--- src/rtl/converter_pkg.sv ---
// converter_pkg: note boundary table, ASCII constants, note enum and letter/sharp lookup
package converter_pkg;
  typedef enum logic [3:0] {N_C, N_CS, N_D, N_DS, N_E, N_F, N_FS, N_G, N_GS, N_A, N_AS, N_B} note_t;
  localparam logic [15:0] BOUNDS [13] = '{16'd4067, 16'd4309, 16'd4565, 16'd4837, 16'd5124, 16'd5429,
                                          16'd5752, 16'd6094, 16'd6456, 16'd6840, 16'd7247, 16'd7678, 16'd8134};
  localparam logic [7:0] ASCII_DASH = 8'h2D;
  localparam logic [7:0] ASCII_ZERO = 8'h30;
  localparam logic [7:0] ASCII_A = 8'h41;
  localparam logic [2:0] LETTER_OFS [12] = '{3'd2, 3'd2, 3'd3, 3'd3, 3'd4, 3'd5, 3'd5, 3'd6, 3'd6, 3'd0, 3'd0, 3'd1};
  localparam logic [11:0] SHARP_MASK = 12'b0101_0100_1010;
  function automatic logic [7:0] note_letter(note_t n);
    return ASCII_A + {5'd0, LETTER_OFS[n]};
  endfunction
  function automatic logic note_sharp(note_t n);
    return SHARP_MASK[n];
  endfunction
endpackage

--- src/rtl/note_lookup.sv ---
// note_lookup: combinational frequency (Hz) -> ASCII letter/octave, sharp flag, in_range
module note_lookup
  import converter_pkg::*;
(
  input  logic [15:0] frequency,
  output logic [7:0]  letter,
  output logic [7:0]  number,
  output logic        sharp,
  output logic        in_range
);
  logic [3:0] s;
  logic found;
  logic [23:0] scaled;
  note_t n;
  always_comb begin
    s = 4'd0;
    found = 1'b0;
    for (int i = 8; i >= 0; i--)
      if (({8'd0, frequency} << i) >= {8'd0, BOUNDS[0]}) begin
        s = 4'(i);
        found = 1'b1;
      end
    scaled = {8'd0, frequency} << s;
    n = N_C;
    for (int i = 1; i < 12; i++)
      if (scaled >= {8'd0, BOUNDS[i]}) n = note_t'(4'(i));
    in_range = found && (frequency < BOUNDS[12]);
    letter = in_range ? note_letter(n) : ASCII_DASH;
    number = in_range ? ASCII_ZERO + {4'd0, 4'd8 - s} : ASCII_DASH;
    sharp = in_range && note_sharp(n);
  end
endmodule

--- src/rtl/frequency_converter.sv ---
// frequency_converter: frequency-to-note converter with combinational outputs and registered copies
module frequency_converter
  import converter_pkg::*;
(
  input  logic        clk,
  input  logic        reset,
  input  logic [15:0] frequency,
  output logic [7:0]  letter,
  output logic [7:0]  number,
  output logic        sharp,
  output logic        in_range,
  output logic [7:0]  letter_q,
  output logic [7:0]  number_q,
  output logic        sharp_q,
  output logic        in_range_q
);
  note_lookup u_lookup (
    .frequency(frequency),
    .letter(letter),
    .number(number),
    .sharp(sharp),
    .in_range(in_range)
  );
  always_ff @(posedge clk) begin
    letter_q <= reset ? ASCII_DASH : letter;
    number_q <= reset ? ASCII_DASH : number;
    sharp_q <= reset ? 1'b0 : sharp;
    in_range_q <= reset ? 1'b0 : in_range;
  end
endmodule

--- config.mk ---
export PLATFORM = sky130hd
export DESIGN_NAME = frequency_converter
export DESIGN_NICKNAME = d
export VERILOG_FILES = /design/src/rtl/converter_pkg.sv /design/src/rtl/note_lookup.sv /design/src/rtl/frequency_converter.sv
export SDC_FILE = /design/constraint.sdc
export NUM_CORES = 1
export LEC_CHECK = 0
export ABC_AREA = 1
export BUFFER_PORTS_ARGS = -buffer_cell sky130_fd_sc_hd__buf_2
export CAP_MARGIN = 20
export CORE_ASPECT_RATIO = 1.2
export CORE_MARGIN = 2
export CORE_UTILIZATION = 35
export DETAILED_ROUTE_END_ITERATION = 10
export REMOVE_ABC_BUFFERS = 1
export SETUP_SLACK_MARGIN = 0.4
export SLEW_MARGIN = 20
export SYNTH_ARGS = -nofsm -noshare
export SYNTH_HDL_FRONTEND = slang
export SYNTH_HIERARCHICAL = 1
export SYNTH_SLANG_ARGS = --single-unit
--- constraint.sdc ---
create_clock -name clk -period 6.4 [get_ports clk]
set_input_delay 0.96 -clock clk [delete_from_list [all_inputs] [get_ports clk]]
set_output_delay 0.96 -clock clk [all_outputs]
set_load 0.1 [all_outputs]
* Word-level counts from Yosys, hierarchy flattened
Memories as Yosys holds them, arrays and structs flattened.
Cells that the tools add are included.
** Storage, ports and cells
- Word-level logic and storage cells :: 70
- Memories kept :: 2
- Register bits after elaboration :: 18
- Bits in read-only memories :: 64
** Memories
- (no name shown) :: depth 16, bits a word 3, read ports 1, clocked after Yosys merged registers in 0, wr ports 0, line converter_pkg.sv:12 : return ASCII_A + {5'd0, LETTER_OFS[n]};
- (no name shown) :: depth 16, bits a word 1, read ports 1, clocked after Yosys merged registers in 0, wr ports 0, line converter_pkg.sv:15 : return SHARP_MASK[n];
** Operators by class
- Reduce and logical (&&, ||, !) cells :: 2
- Mux-type cells :: 34
- Bitwise gates (word level) :: 1
- Shift operators :: 1
- $lt $le $gt $ge :: 23
- Add/sub/neg operators :: 3
** Operator list (number)
- 24-bit by 13-bit greater-or-equal comparator with 1-bit output (second input constant) :: 11
- 4-bit 2-to-1 mux :: 13
- 24-bit by 12-bit greater-or-equal comparator with 1-bit output (second input constant) :: 1
- 16-bit by 4-bit << shifter with 24-bit output :: 1
- 23-bit by 12-bit greater-or-equal comparator with 1-bit output (second input constant) :: 1
- 22-bit by 12-bit greater-or-equal comparator with 1-bit output (second input constant) :: 1
- 21-bit by 12-bit greater-or-equal comparator with 1-bit output (second input constant) :: 1
- 20-bit by 12-bit greater-or-equal comparator with 1-bit output (second input constant) :: 1
- 19-bit by 12-bit greater-or-equal comparator with 1-bit output (second input constant) :: 1
- 18-bit by 12-bit greater-or-equal comparator with 1-bit output (second input constant) :: 1
- 3-bit 2-to-1 mux :: 6
- 17-bit by 12-bit greater-or-equal comparator with 1-bit output (second input constant) :: 1
- 16-bit by 12-bit greater-or-equal comparator with 1-bit output (second input constant) :: 1
- 16-bit by 13-bit less-than comparator with 1-bit output (second input constant) :: 1
- 8-bit 2-to-1 mux :: 2
- 1-bit 2-to-1 mux :: 11
- 7-bit by 3-bit adder with 8-bit output (first input constant) :: 1
- 6-bit by 4-bit adder with 7-bit output (first input constant) :: 1
- 5-bit greater-or-equal comparator (second input constant) :: 1
- 4-bit by 5-bit less-than comparator with 1-bit output (second input constant) :: 1
- 4-bit NOT with 5-bit output :: 1
- 2-bit 2-to-1 mux :: 2
- 4-bit subtractor (first input constant) :: 1
- 1-bit logical AND :: 2

* Logic depth before layout (Yosys ltp)
Gate-level depths: netlist of run 1.
- Word-level depth :: 29
- Gate-level depth with buffers :: 41
- Gate-level depth less buffers :: 40

* Hierarchy
Netlist of run 1, hierarchy kept.
** By module, submodules not included
- note_lookup :: area each 1710.4 um^2, cells each 350, times used 1
- frequency_converter :: area each 510.5 um^2, cells each 56, times used 1

* Worst setup path after synthesis of run 1
OpenSTA, ideal clock, no wires.
- Path kind :: in2out
- Start point :: in frequency[13]
- End point :: out letter[2]
- Path slack :: -1113 ps
- Stages :: 34
- Required time :: 5440 ps
- Arrival :: 6553 ps
- Path through :: nor2_1 nand2_2 nor2_2 inv_1 nor2_1 nor2_1 clkinv_1 nand3_1 nor2_1 nand2_1 nand2_1 nand2_1 nand2_1 nand3_1 nand2_1 nand3_1 nand2_1 nand2_1 nand2_1 nand2_1 nand2_1 nand2_1 nand2_1 nand2_1 nand2_1 nand2_1 nand2_2 inv_1 ha_1 or2_4 o21ai_1 inv_1 ha_1 o21ai_1
** On the way
- Cells in the longest elaborated chain, start to end :: 29
** Ends and longest elaborated chain
- from (decl) :: line frequency_converter.sv:7 : input logic [15:0] frequency,
- 24-bit by 12-bit greater-or-equal comparator with 1-bit output :: line note_lookup.sv:19 : if (({8'd0, frequency} << i) >= {8'd0, BOUNDS[0]}) begin
- 4-bit 2-to-1 mux (9 in series) :: line note_lookup.sv:19
- 16-bit by 4-bit << shifter with 24-bit output :: line note_lookup.sv:23 : scaled = {8'd0, frequency} << s;
- 24-bit by 13-bit greater-or-equal comparator with 1-bit output :: line note_lookup.sv:26 : if (scaled >= {8'd0, BOUNDS[i]}) n = note_t'(4'(i));
- 1-bit 2-to-1 mux :: line note_lookup.sv:26
- 2-bit 2-to-1 mux (2 in series) :: line note_lookup.sv:26
- 3-bit 2-to-1 mux (4 in series) :: line note_lookup.sv:26
- 4-bit 2-to-1 mux (4 in series) :: line note_lookup.sv:26
- 4-bit NOT with 5-bit output (implied by the code) :: line converter_pkg.sv:12
- memory 16 x 3 bit
- 3-bit 2-to-1 mux (implied by the code) (2 in series) :: line converter_pkg.sv:12
- 7-bit by 3-bit adder with 8-bit output :: line converter_pkg.sv:12
- 8-bit 2-to-1 mux (*) :: line note_lookup.sv:28 : letter = in_range ? note_letter(n) : ASCII_DASH;
- to (decl) :: line frequency_converter.sv:8 : output logic [7:0] letter,
Mark *: on every way between the ends. The rest lies on a longest branch, timed or not. The select of a mux whose other input is x is not followed.

* Final worst setup path of run 1
- Start point :: in frequency[8]
- End point :: out letter[1]
Same word-level chain as after synthesis.

==> impl_metrics.json, run 1 <==
{
  "finalMaxSlewViolations": 0,
  "cpPeakStageDelay_ps": 260,
  "tightestPinTransition_ps": 836,
  "antenna_found_initial": 0,
  "dr.pass1.iters": 4,
  "p_total_w": 0.000411,
  "drive_gt1_share_pct": 37.9,
  "die_area_um2": 7000,
  "finalWorstSetupSlack_ps": 597,
  "cp-start-kind": "primary input",
  "diodes": 0,
  "min_period_ps": 5800,
  "gp_routability_congestion": 0.960,
  "fin_crit_sh_pct": 90.7,
  "yosys_warnings": 6,
  "final_nets": 499,
  "clk_pin_slew_ps": 70,
  "dp_hpwl_mm": 5.29,
  "setup_tns_ps": 0,
  "die-height_um": 91.3,
  "clock-root-buffer": "clkbuf_8",
  "whs_ps": 1020,
  "most-common-layout-cells": "nand2_1, inv_1, nand3_1",
  "cts_tree": "yes",
  "initial_core_util_pct": 36.5,
  "grt_usage_pct": 18.1,
  "power.density_nw_per_um2": 131,
  "routed_wl_mm": 7.08,
  "yosysSeqAreaShare_pct": 16.2,
  "rsz0062_at_grt": "no",
  "clock_path_buffers": 2,
  "num_io_pins": 54,
  "yosys-top-cells-area": "nand2_1, dfxtp_1, nand3_1, inv_1, nor2_1",
  "setup_viol": 0,
  "drc": 0,
  "num_rows": 31,
  "cap_violations": 0,
  "cts_max_level": 1,
  "overflow": 0,
  "cts_hold_buf": 0,
  "synthCells": 406,
  "end_kind": "output port",
  "cpMostUsedCell": "nand2_1",
  "cp_slowest_cell": "ha_4",
  "ys_ff_latch": 18,
  "detail_route.wl_per_cell_um": 12.7,
  "synth_top_area_share_pct": 18.6,
  "portBuffers": 48,
  "core_area_um2": 6090,
  "crit_type": "in -> out",
  "num_vias": 2817,
  "cts.sinks": 18,
  "cts-buffers-inserted": 3,
  "crit_fanout": 6,
  "drt_iter0_markers": 124,
  "final_area_um2": 3130,
  "layout_commonest_cell": "nand2_1",
  "arrival_ps": 4840,
  "grt_start_max_net_pins": 21,
  "syn-cell-area_um2": 2220,
  "hold_violations": 0,
  "pre_cts_ws_ps": 156,
  "ant_nets": 0,
  "grt_first_pass_wirelength_mm": 10.9,
  "p_leak_nw": 1.55,
  "synth_area_leader_cell": "nand2_1",
  "vias_per_cell": 5.06,
  "critPathRequiredTime_ps": 5440,
  "worst_hold_path_type": "in -> reg",
  "die_w_um": 76.7,
  "slew_headroom_pct": 44.0,
  "ir_drop_mv": 0.122,
  "status": "finished clean",
  "placed_area_um2": 2550,
  "yosys.cell_types.count": 40,
  "grt_pass1_vias": 2537,
  "syn_to_final_growth_pct": 40.9,
  "fmax_mhz": 172,
  "synth.avg_cell_area_um2": 5.47
}
-- timing repair --
item / CTS / global route
setup endpoints to repair: 2 / 5
gates cloned: 0 / 2
pin swaps: 1 / 44
endpoints found under the hold margin: 0 / 0
buffers inserted: 2 / 18
gates resized for setup: 9 / 91
-- synth_stat cells (all sizes together) --
library cell and n:
a31oi 1, inv 72, dfxtp 18, or2 1, a21oi 8, nand3b 1
o2111ai 1, conb 2, nor3 6, o21bai 1, and2 1, o211ai 3
o21ai 14, nor4 1, nand2 122, ha 5, a311oi 1, nor2 63
o31ai 2, clkinv 2, a41oi 1, a211oi 1, a21boi 1, nand3 57
buf 15, nand4 6
-- cells by family after synthesis --
| logic type | synth area share [%] |
|---|---|
| AND/OR/NAND/NOR | 52.3 |
| buffers and inverters | 18.0 |
| AO/OA/AOI/OAI | 10.4 |
| flip-flops | 16.2 |
| adder cells (fa/ha/maj) | 2.82 |
| other | 0.338 |
-- critical path, delay by kind of cell --
family | cells | cell delay [ps]
AND/OR/NAND/NOR | 26 | 2400
buffers and inverters | 7 | 820
adder cells (fa/ha/maj) | 2 | 410
AO/OA/AOI/OAI | 2 | 200
-- final timing paths --
kind                     start           to  slack [ps]  cells past startpoint
setup / recovery  frequency[8]    letter[1]         600                     37
hold / removal           reset  number_q[1]        1020                      2
-- routing by layer --
metal | global-route usage, % | share of wire [%] | vias to the layer above
met3 | 1.69 | 3.2 | 29
met4 | 5.00 | 3.3 | 0
met5 | 0 | 0 | -
met1 | 21.1 | 39 | 1305
met2 | 34.8 | 54 | 83
li1 | - | - | 1400
-- through the flow --
step	cells	utilization, %
6_report	557	51.4
5_1_grt	557	51.4
4_1_cts	537	43.6
3_5_place_dp	531	41.9
3_3_place_gp	531	41.9
2_1_floorplan	394	-
-- power by group --
part,internal [W],switching (W)
clock network,0.0000545,0.0000352
logic,0.0000544,0.000150
registers,0.000116,0.000000753
-- flip-flops by register name (all words and copies together), names as in the netlist --
register,count
letter_q,8
in_range_q,1
number_q,8
sharp_q,1
-- final cells by class --
| type | instances | area (µm²) |
|---|---|---|
| fillers | 655 | 2960 |
| repair buffers | 76 | 528 |
| inverters | 74 | 289 |
| flip-flops and latches | 18 | 360 |
| multi-input cells | 303 | 1790 |
| clock buffers | 4 | 55.1 |
| well taps | 82 | 103 |
No activity file was read; power rests on OpenSTA's default activity.
==> run 2, diff against run 1 <==
--- a/config.mk
+++ b/config.mk
@@ -12,6 +12,7 @@
 export CORE_MARGIN = 2
 export CORE_UTILIZATION = 35
 export DETAILED_ROUTE_END_ITERATION = 10
+export RECOVER_POWER = 100
 export REMOVE_ABC_BUFFERS = 1
 export SETUP_SLACK_MARGIN = 0.4
 export SLEW_MARGIN = 20
==> impl_metrics.json, run 2 (synthesized netlist as in run 1, its figures left out) <==
{
  "cp_slowest_cell": "nor3_1",
  "rsz0062_at_grt": "no",
  "portBuffers": 48,
  "grt_first_pass_wirelength_mm": 10.9,
  "dp_hpwl_mm": 5.29,
  "detail_route.wl_per_cell_um": 12.8,
  "clock-root-buffer": "clkbuf_8",
  "hold_violations": 0,
  "grt_pass1_vias": 2537,
  "top_regs": "letter_q: 8 flops, number_q: 8 flops",
  "pre_cts_ws_ps": 156,
  "syn_to_final_growth_pct": 38.5,
  "cap_violations": 0,
  "initial_core_util_pct": 36.5,
  "fmax_mhz": 168,
  "instances_no_fill": 557,
  "grt_usage_pct": 18.1,
  "drt_iter0_markers": 116,
  "cpPeakStageDelay_ps": 340,
  "cp-start-kind": "primary input",
  "whs_path_depth": 2,
  "die-height_um": 91.3,
  "grt_start_max_net_pins": 21,
  "ant_nets": 0,
  "final_nets": 499,
  "layout_commonest_cell": "nand2_1",
  "whs_ps": 1020,
  "clk_pin_slew_ps": 70,
  "regArea_um2": 360,
  "worst_hold_path_type": "in -> reg",
  "p_leak_nw": 1.47,
  "core_area_um2": 6090,
  "ir_drop_mv": 0.121,
  "critPathRequiredTime_ps": 5440,
  "setup_tns_ps": 0,
  "status": "finished clean",
  "num_vias": 2839,
  "arrival_ps": 4990,
  "crit_type": "in -> out",
  "crit_fanout": 6,
  "dpl.cell_count": 531,
  "die_area_um2": 7000,
  "num_rows": 31,
  "slew_headroom_pct": 21.5,
  "power.density_nw_per_um2": 133,
  "dr.pass1.iters": 4,
  "cts_hold_buf": 0,
  "end_kind": "output port",
  "multi_input_area_um2": 1780,
  "antenna_found_initial": 0,
  "gp_routability_congestion": 0.960,
  "diodes": 0,
  "drc": 0,
  "most-common-layout-cells": "nand2_1, inv_1, nand3_1",
  "num_io_pins": 54,
  "cts.sinks": 18,
  "clock_path_buffers": 2,
  "hp-start": "reset",
  "cts-buffers-inserted": 3,
  "cpMostUsedCell": "nand2_1",
  "finalMaxSlewViolations": 0,
  "routed_wl_mm": 7.13,
  "min_period_ps": 5950,
  "hold_end": "number_q[1]",
  "cts_max_level": 1,
  "overflow": 0,
  "nFillCells": 675,
  "setup_viol": 0,
  "vias_per_cell": 5.10,
  "tightestPinTransition_ps": 1180,
  "finalWorstSetupSlack_ps": 451,
  "die_w_um": 76.7,
  "fin_crit_sh_pct": 92.9,
  "cts_tree": "yes",
  "drive_gt1_share_pct": 31.8
}
-- run 2: repair_timing --
| item | in CTS | in global routing |
|---|---|---|
| endpoints found under the hold margin | 0 | 0 |
| setup buffers | 2 | 18 |
| setup endpoints to repair | 2 | 5 |
| gates resized for setup | 9 | 91 |
| gates cloned | 0 | 2 |
| pin swaps | 1 | 44 |
-- run 2: how the worst max path moves through the flow --
| stage | startpoint | endpoint | slack (ps) | cells past startpoint |
|---|---|---|---|---|
| after floorplan | frequency[10] | letter[2] | -1360 | 31 |
| after detailed placement | frequency[12] | letter[1] | 160 | 35 |
| final | frequency[11] | letter[1] | 450 | 34 |
| after global placement | frequency[12] | letter[1] | 210 | 37 |
| after global routing | frequency[11] | letter[1] | 180 | 39 |
| after CTS | frequency[12] | letter[1] | 440 | 37 |
-- run 2: where the power goes --
group	switching [W]	total (W)	internal, W
Sequential	0.000000901	0.000117	0.000116
Combinational	0.000150	0.000203	0.0000527
Clock	0.0000354	0.0000899	0.0000545
Total	0.000186	0.000409	0.000223
-- run 2: final cells by class --
| type | count | area share, % |
|---|---|---|
| clock buffers | 4 | 1.79 |
| flip-flops and latches | 18 | 11.7 |
| multi-input cells | 303 | 57.7 |
| repair buffers | 76 | 16.1 |
| well taps | 82 | 3.33 |
| inverters | 74 | 9.39 |
-- run 2: critical path: cells and delay by family --
family          cells  cell delay [ps]
fa+ha+maj           2              420
buf+inv             8              770
simple gates       22             2350
compound gates      2              470
-- run 2: metrics by stage --
step | power [W] | util [%] | cell area (µm²)
2_1_floorplan | 0.000252 | - | 2110
3_3_place_gp | 0.000289 | 41.9 | 2550
3_5_place_dp | 0.000290 | 41.9 | 2550
4_1_cts | 0.000382 | 43.6 | 2650
5_1_grt | 0.000433 | 50.5 | 3080
6_report | 0.000409 | 50.5 | 3080
-- run 2: per-layer routing --
metal | routed length, µm | vias to the layer above | track usage (%)
met2 | 3800 | 87 | 34.8
met4 | 279 | 0 | 5.00
li1 | - | 1403 | -
met3 | 209 | 36 | 1.69
met5 | 0 | - | 0
met1 | 2850 | 1313 | 21.1
==> run 3, diff against run 2 <==
--- a/config.mk
+++ b/config.mk
@@ -9,8 +9,8 @@
 export BUFFER_PORTS_ARGS = -buffer_cell sky130_fd_sc_hd__buf_2
 export CAP_MARGIN = 20
 export CORE_ASPECT_RATIO = 1.2
-export CORE_MARGIN = 2
 export CORE_UTILIZATION = 35
+export CTS_BUF_LIST = sky130_fd_sc_hd__clkbuf_4 sky130_fd_sc_hd__clkbuf_8
 export DETAILED_ROUTE_END_ITERATION = 10
 export RECOVER_POWER = 100
 export REMOVE_ABC_BUFFERS = 1
==> impl_metrics.json, run 3 (synthesized netlist as in run 1, its figures left out) <==
{
  "routed_wl_mm": 7.43,
  "drc": 0,
  "die_area_um2": 6670,
  "core_area_um2": 6090,
  "rsz0062_at_grt": "yes",
  "layout_commonest_cell": "nand2_1",
  "initial_core_util_pct": 36.5,
  "crit_fanout": 7,
  "gp_routability_congestion": 0.988,
  "cts_hold_buf": 0,
  "finalMaxSlewViolations": 0,
  "instances_no_fill": 564,
  "slew_headroom_pct": 20.6,
  "grt_usage_pct": 20.9,
  "p_total_w": 0.000416,
  "dpl.cell_count": 531,
  "syn_to_final_growth_pct": 42.6,
  "cts_tree": "yes",
  "setup_viol": 0,
  "ant_nets": 0,
  "final_nets": 506,
  "fin_crit_sh_pct": 92.9,
  "num_io_pins": 54,
  "tightestPinTransition_ps": 1200,
  "power.density_nw_per_um2": 131,
  "portBuffers": 48,
  "cpMostUsedCell": "nand2_1",
  "hold_violations": 0,
  "end_kind": "output port",
  "most-common-layout-cells": "nand2_1, inv_1, nand3_1",
  "critPathRequiredTime_ps": 5440,
  "cts_max_level": 1,
  "dp_hpwl_mm": 5.30,
  "placed_area_um2": 2550,
  "cp-start-kind": "primary input",
  "clk_pin_slew_ps": 70,
  "arrival_ps": 4980,
  "clock_path_buffers": 2,
  "worst_hold_path_type": "in -> reg",
  "cap_violations": 0,
  "clock-root-buffer": "clkbuf_8",
  "die_w_um": 74.7,
  "diodes": 0,
  "detail_route.wl_per_cell_um": 13.2,
  "num_rows": 31,
  "drt_iter0_markers": 178,
  "overflow": 0,
  "num_vias": 2868,
  "cp_slowest_cell": "ha_4",
  "die-height_um": 89.3,
  "antenna_found_initial": 0,
  "min_period_ps": 5940,
  "vias_per_cell": 5.09,
  "setup_tns_ps": 0,
  "p_leak_nw": 1.52,
  "grt_first_pass_wirelength_mm": 11.0,
  "cts.sinks": 18,
  "top_regs": "letter_q: 8 flops, number_q: 8 flops",
  "fmax_mhz": 168,
  "crit_type": "in -> out",
  "grt_start_max_net_pins": 21,
  "cpPeakStageDelay_ps": 260,
  "cts-buffers-inserted": 3,
  "final_area_um2": 3170,
  "dr.pass1.iters": 5,
  "ir_drop_mv": 0.0824,
  "drive_gt1_share_pct": 32.8,
  "finish.utilization_pct": 52.0,
  "grt_pass1_vias": 2480,
  "status": "finished clean"
}
run 3: cell count changes in the layout (fill, tap and decap cells not counted), moves of 3 or more:
cell / change
nand2_2: +3
buf_6: +5
buf_2: +3
nor2_2: -4
nand2_4: -3
a21oi_2: -3
run 3: repair_timing:
item	CTS	global route
resized for setup	7	102
endpoints found under the setup margin	2	5
buffers inserted	3	24
cloned	0	2
pin swaps	0	35
endpoints found under the hold margin	0	0
run 3: where the power goes:
part / internal (W) / switching (W) / leakage [nW]
Combinational: 0.0000537 / 0.000152 / 1.34
Sequential: 0.000116 / 0.000000821 / 0.148
Clock: 0.0000547 / 0.0000395 / 0.0288
run 3: final timing paths:
kind	to	cells after the start	slack [ps]	from
max	letter[1]	39	460	frequency[12]
min	letter_q[6]	2	1010	reset
run 3: per-layer routing:
| layer | track usage [%] | up-vias | part of all wire, % |
|---|---|---|---|
| li1 | - | 1420 | - |
| met1 | 23.8 | 1316 | 38 |
| met2 | 39.1 | 110 | 55 |
| met3 | 2.48 | 22 | 4.1 |
| met4 | 7.72 | 0 | 3.2 |
| met5 | 0 | - | 0 |
run 3: critical path, delay by kind of cell:
family,cells,cell delay (ps)
AOI/OAI and AO/OA,3,360
buffers and inverters,10,1030
adders and majority gates,2,440
and+or+nand+nor,24,2160
run 3: final cells by class:
| type | instances | area, µm² |
|---|---|---|
| Fill cell | 643 | 2920 |
| Inverter | 74 | 287 |
| Sequential cell | 18 | 360 |
| Clock buffer | 4 | 55.1 |
| Multi-Input combinational cell | 303 | 1790 |
| Tap cell | 82 | 103 |
| Timing Repair Buffer | 83 | 572 |
run 3: metrics by stage:
step                      hold slack [ps]  setup WS, ps
final                                1010           456
after CTS                            1020           412
after floorplan                      1030         -1360
after detailed placement             1290           218
after global routing                 1020           141
after global placement               1270           235
